## src/rtl/eth_write_packer.sv

```systemverilog
// Packs 32-bit payload words into DATA_W-bit write bursts with a minimum pulse gap.
// Optional PACKER_BYTE_SWAP_EN byte-reverses each word before packing.
module eth_write_packer #(
  parameter int DATA_W     = 768,
  parameter int WORDS      = DATA_W / 32,
  parameter int ADDR_STEP  = 24,
  parameter int GAP_CYCLES = 6
) (
  input  logic              clk,
  input  logic              reset,
  input  logic              phy_init_done,
  input  logic              frame_start,
  input  logic [31:0]       base_addr,
  input  logic              s_valid,
  input  logic [31:0]       s_data,
  input  logic              s_last,
  output logic              s_ready,
  output logic              write_out,
  output logic [31:0]       w_address_out,
  output logic [DATA_W-1:0] w_data_out
);

  localparam int CW = (WORDS > 1) ? $clog2(WORDS) : 1;
  localparam int GW = (GAP_CYCLES > 1) ? $clog2(GAP_CYCLES) : 1;

  logic [CW-1:0]     count_q;
  logic [31:0]       addr_q;
  logic              full_q;
  logic [GW-1:0]     gap_q;
  logic [DATA_W-1:0] buf_q;
  logic              reload_pend_q;
  logic [31:0]       reload_addr_q;

  logic              accept;
  logic              issue;
  logic [31:0]       word_in;
  logic [CW-1:0]     slot;
  logic              last_word;
  logic [DATA_W-1:0] buf_wr;

  assign s_ready = phy_init_done & ~full_q;
  assign accept  = s_valid & s_ready;
  assign issue   = full_q & (gap_q == '0) & phy_init_done;

`ifdef PACKER_BYTE_SWAP_EN
  assign word_in = {s_data[7:0], s_data[15:8], s_data[23:16], s_data[31:24]};
`else
  assign word_in = s_data;
`endif

  // A word arriving with frame_start lands in slot 0 of a freshly cleared buffer.
  assign slot      = frame_start ? '0 : count_q;
  assign last_word = s_last | (slot == CW'(WORDS - 1));

  always_comb begin
    buf_wr = frame_start ? '0 : buf_q;
    for (int k = 0; k < WORDS; k++) begin
      if (slot == CW'(k)) begin
        buf_wr[32*k +: 32] = word_in;
      end
    end
  end

  always_ff @(posedge clk) begin
    if (reset) begin
      count_q       <= '0;
      addr_q        <= '0;
      full_q        <= 1'b0;
      gap_q         <= '0;
      buf_q         <= '0;
      reload_pend_q <= 1'b0;
      reload_addr_q <= '0;
      write_out     <= 1'b0;
      w_address_out <= '0;
      w_data_out    <= '0;
    end else begin
      write_out <= 1'b0;
      if (gap_q != '0) begin
        gap_q <= gap_q - GW'(1);
      end

      if (issue) begin
        write_out     <= 1'b1;
        w_data_out    <= buf_q;
        w_address_out <= addr_q;
        full_q        <= 1'b0;
        buf_q         <= '0;
        gap_q         <= GW'(GAP_CYCLES - 1);
        reload_pend_q <= 1'b0;
        if (frame_start) begin
          addr_q <= base_addr;
        end else if (reload_pend_q) begin
          addr_q <= reload_addr_q;
        end else begin
          addr_q <= addr_q + 32'(ADDR_STEP);
        end
      end else if (full_q) begin
        // The held burst keeps its address; the new base applies once it issues.
        if (frame_start) begin
          reload_pend_q <= 1'b1;
          reload_addr_q <= base_addr;
        end
      end else begin
        if (frame_start) begin
          addr_q <= base_addr;
        end
        if (accept) begin
          buf_q <= buf_wr;
          if (last_word) begin
            full_q  <= 1'b1;
            count_q <= '0;
          end else begin
            count_q <= slot + CW'(1);
          end
        end else if (frame_start) begin
          buf_q   <= '0;
          count_q <= '0;
        end
      end
    end
  end

endmodule

```

## config.mk

```make
export PLATFORM = sky130hd
export DESIGN_NAME = eth_write_packer
export DESIGN_NICKNAME = d
export VERILOG_FILES = /design/src/rtl/eth_write_packer.sv
export SDC_FILE = /design/constraint.sdc
export NUM_CORES = 2
export LEC_CHECK = 0
export ABC_AREA = 1
export ABC_CLOCK_PERIOD_IN_PS = 2400
export BUFFER_PORTS_ARGS = -buffer_cell sky130_fd_sc_hd__clkbuf_2
export CAP_MARGIN = 0
export CORE_UTILIZATION = 50
export DETAILED_ROUTE_END_ITERATION = 8
export PLACE_DENSITY = 0.76
export SYNTH_ARGS = -nofsm -noshare
export SYNTH_HDL_FRONTEND = slang
export SYNTH_SLANG_ARGS = --single-unit
```

## constraint.sdc

```tcl
create_clock -name clk -period 2.4 [get_ports clk]
set_clock_uncertainty 0.15 [all_clocks]
set_input_delay 0.12 -clock clk [delete_from_list [all_inputs] [get_ports clk]]
set_output_delay 0.12 -clock clk [all_outputs]
set_load 0.01 [all_outputs]
```

# ---- Word level (Yosys, flattened, before mapping)
# Index checks and enable logic that the tools add are counted.
# W data, S select, Z words.
dict set report totals {
  word_cells 95
  in_bits 70
  regBits 1643
}
dict set report classes {
  bitwise 7
  n_eq_ne 24
  add_sub_neg 3
  mux 40
  reduce_logical 10
}
# cell count
set ops {}
lappend ops {{$mux W768} 2}
lappend ops {{$mux W32} 29}
lappend ops {{$eq A5 B4 Y1 const B} 8}
lappend ops {{$eq A5 B5 Y1 const B} 8}
lappend ops {{$add A32 B5 Y32 const B} 1}
lappend ops {{$eq A5 B3 Y1 const B} 4}
lappend ops {{$mux W5} 3}
lappend ops {{$eq A5 B2 Y1 const B} 2}
lappend ops {{$mux W3} 2}
lappend ops {{$reduce_and A2 Y1} 3}
lappend ops {{$add A5 B1 Y5 const B} 1}
lappend ops {{$eq A5 B1 Y1 const B} 1}
lappend ops {{$logic_not A5 Y1} 1}
lappend ops {{$and A1 B1 Y1} 4}
lappend ops {{$mux W1} 4}
lappend ops {{$reduce_bool A2 Y1} 2}
lappend ops {{$logic_not A3 Y1} 1}
lappend ops {{$reduce_and A3 Y1} 1}
lappend ops {{$reduce_bool A3 Y1} 1}
lappend ops {{$sub A3 B1 Y3 const B} 1}
lappend ops {{$ne A2 B1 Y1 const B} 1}
lappend ops {{$not A1 Y1} 2}
lappend ops {{$reduce_or A2 Y1} 1}
lappend ops {{$or A1 B1 Y1} 1}

# ---- Logic depth before layout (Yosys ltp)
dict set report depth {
  word_depth 6
  depth_mapped 13
}

# ---- Worst setup path before layout
# No wires, ideal clock.
dict set report synth_timing {
  kind {register -> register}
  from {reg gap_q[0]}
  to {reg w_data_out[464]}
  stages_incl_launch_ff 11
  required_ps 2190
  arrival_ps 1884
  synth_period_minus_slack_ps 2094
  path_buffers 4
  setup_slack_ps 306
  cell_sequence {dfxtp_1 -> inv_1 -> ha_1 -> ha_1 -> clkbuf_2 -> nand3_2 -> buf_2 -> clkbuf_1 -> clkbuf_1 -> nand3_1 -> nand2_1}
}
dict set report synth_between {
  elab_chain_len 3
}
# element line
set synth_rtl {}
lappend synth_rtl {{start, declared} 29} ;# logic [GW-1:0] gap_q;
lappend synth_rtl {{start signal, assigned} 79} ;# gap_q <= gap_q - GW'(1);
lappend synth_rtl {{start signal, assigned} 88} ;# gap_q <= GW'(GAP_CYCLES - 1);
lappend synth_rtl {{$logic_not A3 Y1} 43} ;# assign issue = full_q & (gap_q == '0) & phy_init_done;
lappend synth_rtl {{$and A1 B1 Y1 (2 in a row)} 43}
lappend synth_rtl {{end signal, assigned} 84} ;# w_data_out <= buf_q;
lappend synth_rtl {{end, declared} 20} ;# output logic [DATA_W-1:0] w_data_out
# No other way between the ends.
# A chain may end at the register's enable or synchronous reset.

# ---- Worst setup path after layout
dict set report layout_timing {
  from {reg full_q}
  to {reg buf_q[121]}
}
dict set report layout_between {
  elab_chain_len 4
  elab_cells_between_ends 7
}
# element line
set layout_rtl {}
lappend layout_rtl {{start, declared} 28} ;# logic full_q;
lappend layout_rtl {{start signal, assigned} 68} ;# full_q <= 1'b0;
lappend layout_rtl {{start signal, assigned} 86} ;# full_q <= 1'b0;
lappend layout_rtl {{start signal, assigned} 110} ;# full_q <= 1'b1;
lappend layout_rtl {{$not A1 Y1 (no source line)} n/a}
lappend layout_rtl {{$and A1 B1 Y1} 41} ;# assign s_ready = phy_init_done & ~full_q;
lappend layout_rtl {{$and A1 B1 Y1} 42} ;# assign accept = s_valid & s_ready;
lappend layout_rtl {{$mux W768} 107} ;# if (accept) begin
lappend layout_rtl {{end signal, assigned} 108} ;# buf_q <= buf_wr;
lappend layout_rtl {{end, declared} 30} ;# logic [DATA_W-1:0] buf_q;
# Parallel ways exist; a longest one is shown, timed or not.

==> impl_metrics.toml <==
[clocking]
cts_tree = "yes"
clockBufferDepth = 3
clk_pin_slew_ns = 0.06
clkLatencyLatePin_ns = 0.77
cts_max_level = 4
clock-root-buffer = "clkbuf_16"
cts_made_buffers = 163
cts_sinks = 1643

[pwr]
pwr-share-seq_pct = 48.0
pwr-share-clk_pct = 45.8
ir_worst_vdd_v = 0.000660
p_sw_mw = 13.7
p_int_mw = 43.7
p_leak_nw = 30.8
comb_power_share_pct = 6.2
switching_share_pct = 23.9
p_per_area_nw_per_um2 = 799
power_mw = 57.4

[yosys]
synthAdderAreaFrac_pct = 0.192
synth-simple-area-share_pct = 28.6
synthTopCellsByArea = "dfxtp_1 56%, nand2_1 18%, nand3_1 8.4%"
ys_ff_latch = 1643
syn_area_sq_um = 58800
synth_top_area_share_pct = 56.0
synth_warnings = 0
synth_top_area_cell = "dfxtp_1"
synthDistinctLibCells = 33
synth_ff_type = "dfxtp_1"
synth_xor_area_share_pct = 0.0894
syn_nets = 7696
synthMuxAreaShare_pct = 0
synth.most_common_cell = "nand2_1"
syn_area_per_cell_sq_um = 7.71
synth_edf_count = 0
synth_top_cells_by_count = "2893 x nand2_1, 1643 x dfxtp_1, 991 x nand3_1, 848 x a21oi_1, 285 x clkbuf_1"
synth_top_family_by_area = "simple AND/OR/NAND/NOR gates"
synthCells = 7617
yosysSeqAreaShare_pct = 56.0
synth_compound_area_share_pct = 9.38
async_reset_ff_share_pct = 0

[cells_and_area]
drive_gt1_share_pct = 17.3
fin_area_sq_um = 71800
finalNonFillerCells = 10000
nNetsFinal = 8445
syn_to_final_growth_pct = 22.2

[setup_path]
critPathBufInv = 1
path_max_fanout = 40
crit_chain = "buf_12, nor2_2, nand2_1, a21oi_1"
criticalPathCategory = "register to register"
start_kind = "register"
cp-startpoint = "full_q"
endpoint = "buf_q[121]"
crit_required_ns = 2.94
cp.depth = 4
slowest_stage = "nor2_2"
r2r_slack_ns = 0.07
arrival_ns = 2.87
reg2regPathDepth = 4
r2r_end = "buf_q[121]"
cp_slowest_stage_delay_ns = 1.10
critPathCaptureType = "register"
r2r-start = "full_q"
cp_top_family = "simple AND/OR/NAND/NOR gates"

[timing]
layout_min_cycle_time_ns = 2.33
holdWs_ns = 0.0469
finalSetupTns_ns = 0
slew_violations = 0
tightest_slew_ns = 1.42
maxSlewHeadroom_pct = 5.12
timing.final.crit_share_pct = 96.9
finalHoldViolations = 0
max_freq_mhz = 430
setup_viol = 0

[floorplanning]
die_w_microns = 345
pin_count = 872
start_util_pct = 50.5
die_h_microns = 345
dieArea_sq_um = 119000
core_area_sq_um = 116000
rows = 125

[drt]
wirelength_mm = 214
wl_per_cell_microns = 21.4
first_iter_violations = 6480
drc = 0
vias = 56800
via_per_inst = 5.67
ant_nets = 0
drt_pass1_iterations = 6

[grt]
grt_pass1_vias = 51900
grt_antenna_before_repair = 2
gr-total-overflow = 0
grt_pass1_wl_mm = 312
grt_max_degree = 128
grt_util_all_layers_pct = 34.3

[outcome]
run_status = "finished, final reports clean"

[placed_design]
place_area_sq_um = 65400
gp_congestion = 0.938
dp.cells = 9648
dp_hpwl_mm = 140
io_buffers = 871

[hold_path]
min_path_type = "input port to register"

[job]
maxCapViolCount = 0
worst min-delay path by stage:
| stage | from | endpoint | slack (ns) | depth (start not counted) |
|---|---|---|---|---|
| 5_1_grt | base_addr[22] | addr_q[22] | 0.05 | 4 |
| 4_1_cts | base_addr[15] | addr_q[15] | 0.009 | 4 |
| 6_report | base_addr[15] | addr_q[15] | 0.05 | 4 |
| 2_1_floorplan | base_addr[2] | reload_addr_q[2] | 0.11 | 2 |
| 3_3_place_gp | base_addr[1] | reload_addr_q[1] | 0.25 | 3 |
| 3_5_place_dp | base_addr[1] | reload_addr_q[1] | 0.25 | 3 |
power by group through the flow:
stage               clock network, mW  registers (mW)  logic, mW
floorplan                           0            28.1       1.73
global placement                    0            28.1       3.28
detailed placement                  0            28.1       3.30
CTS                              26.3            27.5       3.42
global route                     27.5            27.5       3.65
finish                           26.3            27.5       3.55
through the flow:
| stage | utilization, % | setup slack, ns |
|---|---|---|
| 3_3_place_gp | 56.2 | 0.0359 |
| 5_1_grt | 61.7 | -0.00103 |
| 2_1_floorplan | - | 0.306 |
| 4_1_cts | 61.6 | 0.119 |
| 6_report | 61.7 | 0.0739 |
| 3_5_place_dp | 56.2 | -0.0249 |
cells in the final DEF, fill, tap and decap left out, types with 40 or more instances in the layout:
cell           count
a21oi_1          848
buf_12            75
buf_4            165
clkbuf_1          40
clkbuf_16        171
clkbuf_2         870
clkbuf_8          47
dfxtp_1         1642
dlygate4sd3_1     71
inv_1            190
nand2_1         2891
nand3_1          991
nor2_1           121
o21ai_0          147
sequential cells by signal (all words and copies together), names as in the netlist:
register / flops
gap_q: 3
w_address_out: 32
reload_pend_q: 1
full_q: 1
count_q: 5
addr_q: 32
write_out: 1
reload_addr_q: 32
w_data_out: 768
buf_q: 768
worst reg2reg max path: cells and delay by family, from the launching register on:
| kind | cells | cell delay [ns] |
|---|---|---|
| DFF | 1 | 0.36 |
| buffers and inverters | 1 | 0.22 |
| and+or+nand+nor | 2 | 1.32 |
| AOI/OAI and AO/OA | 1 | 0.21 |
what timing repair did:
action | CTS | global route
endpoints found under the hold margin | 501 | 0
cloned | 0 | 1
buffers inserted | 2 | 3
pin swaps | 1 | 0
resized for setup | 0 | 4
setup endpoints to repair | 129 | 52
hold buffers | 71 | 0
layout make-up:
class	count	area, sq um
Inverter	203	772
Multi-Input combinational cell	5168	22700
Fill cell	9872	44600
Sequential cell	1643	32900
Timing Repair Buffer	1187	7930
Tap cell	1524	1910
Clock inverter	37	524
Clock buffer	257	5050
Antenna cell	4	10.0
cells by family (layout without fill, tap and decap cells):
family | count (synthesis) | count (layout)
other | 0 | 4
AND/OR/NAND/NOR | 4081 | 4081
buffers and inverters | 806 | 1684
XOR/XNOR | 6 | 6
flip-flops | 1643 | 1643
AO/OA/AOI/OAI | 1072 | 1072
adder cells (fa/ha/maj) | 9 | 9
metal layers:
layer  part of all wire (%)  global-route usage, %  vias up  wire [microns]
met5                      0                      0        -               0
met4                    7.8                   24.1        0           16700
met3                     11                   7.28      770           23200
met2                     43                   51.1     3338           92500
met1                     38                   44.1    26600           81900
li1                       -                      -    26000               -
Power figures use the tool's default switching activity.
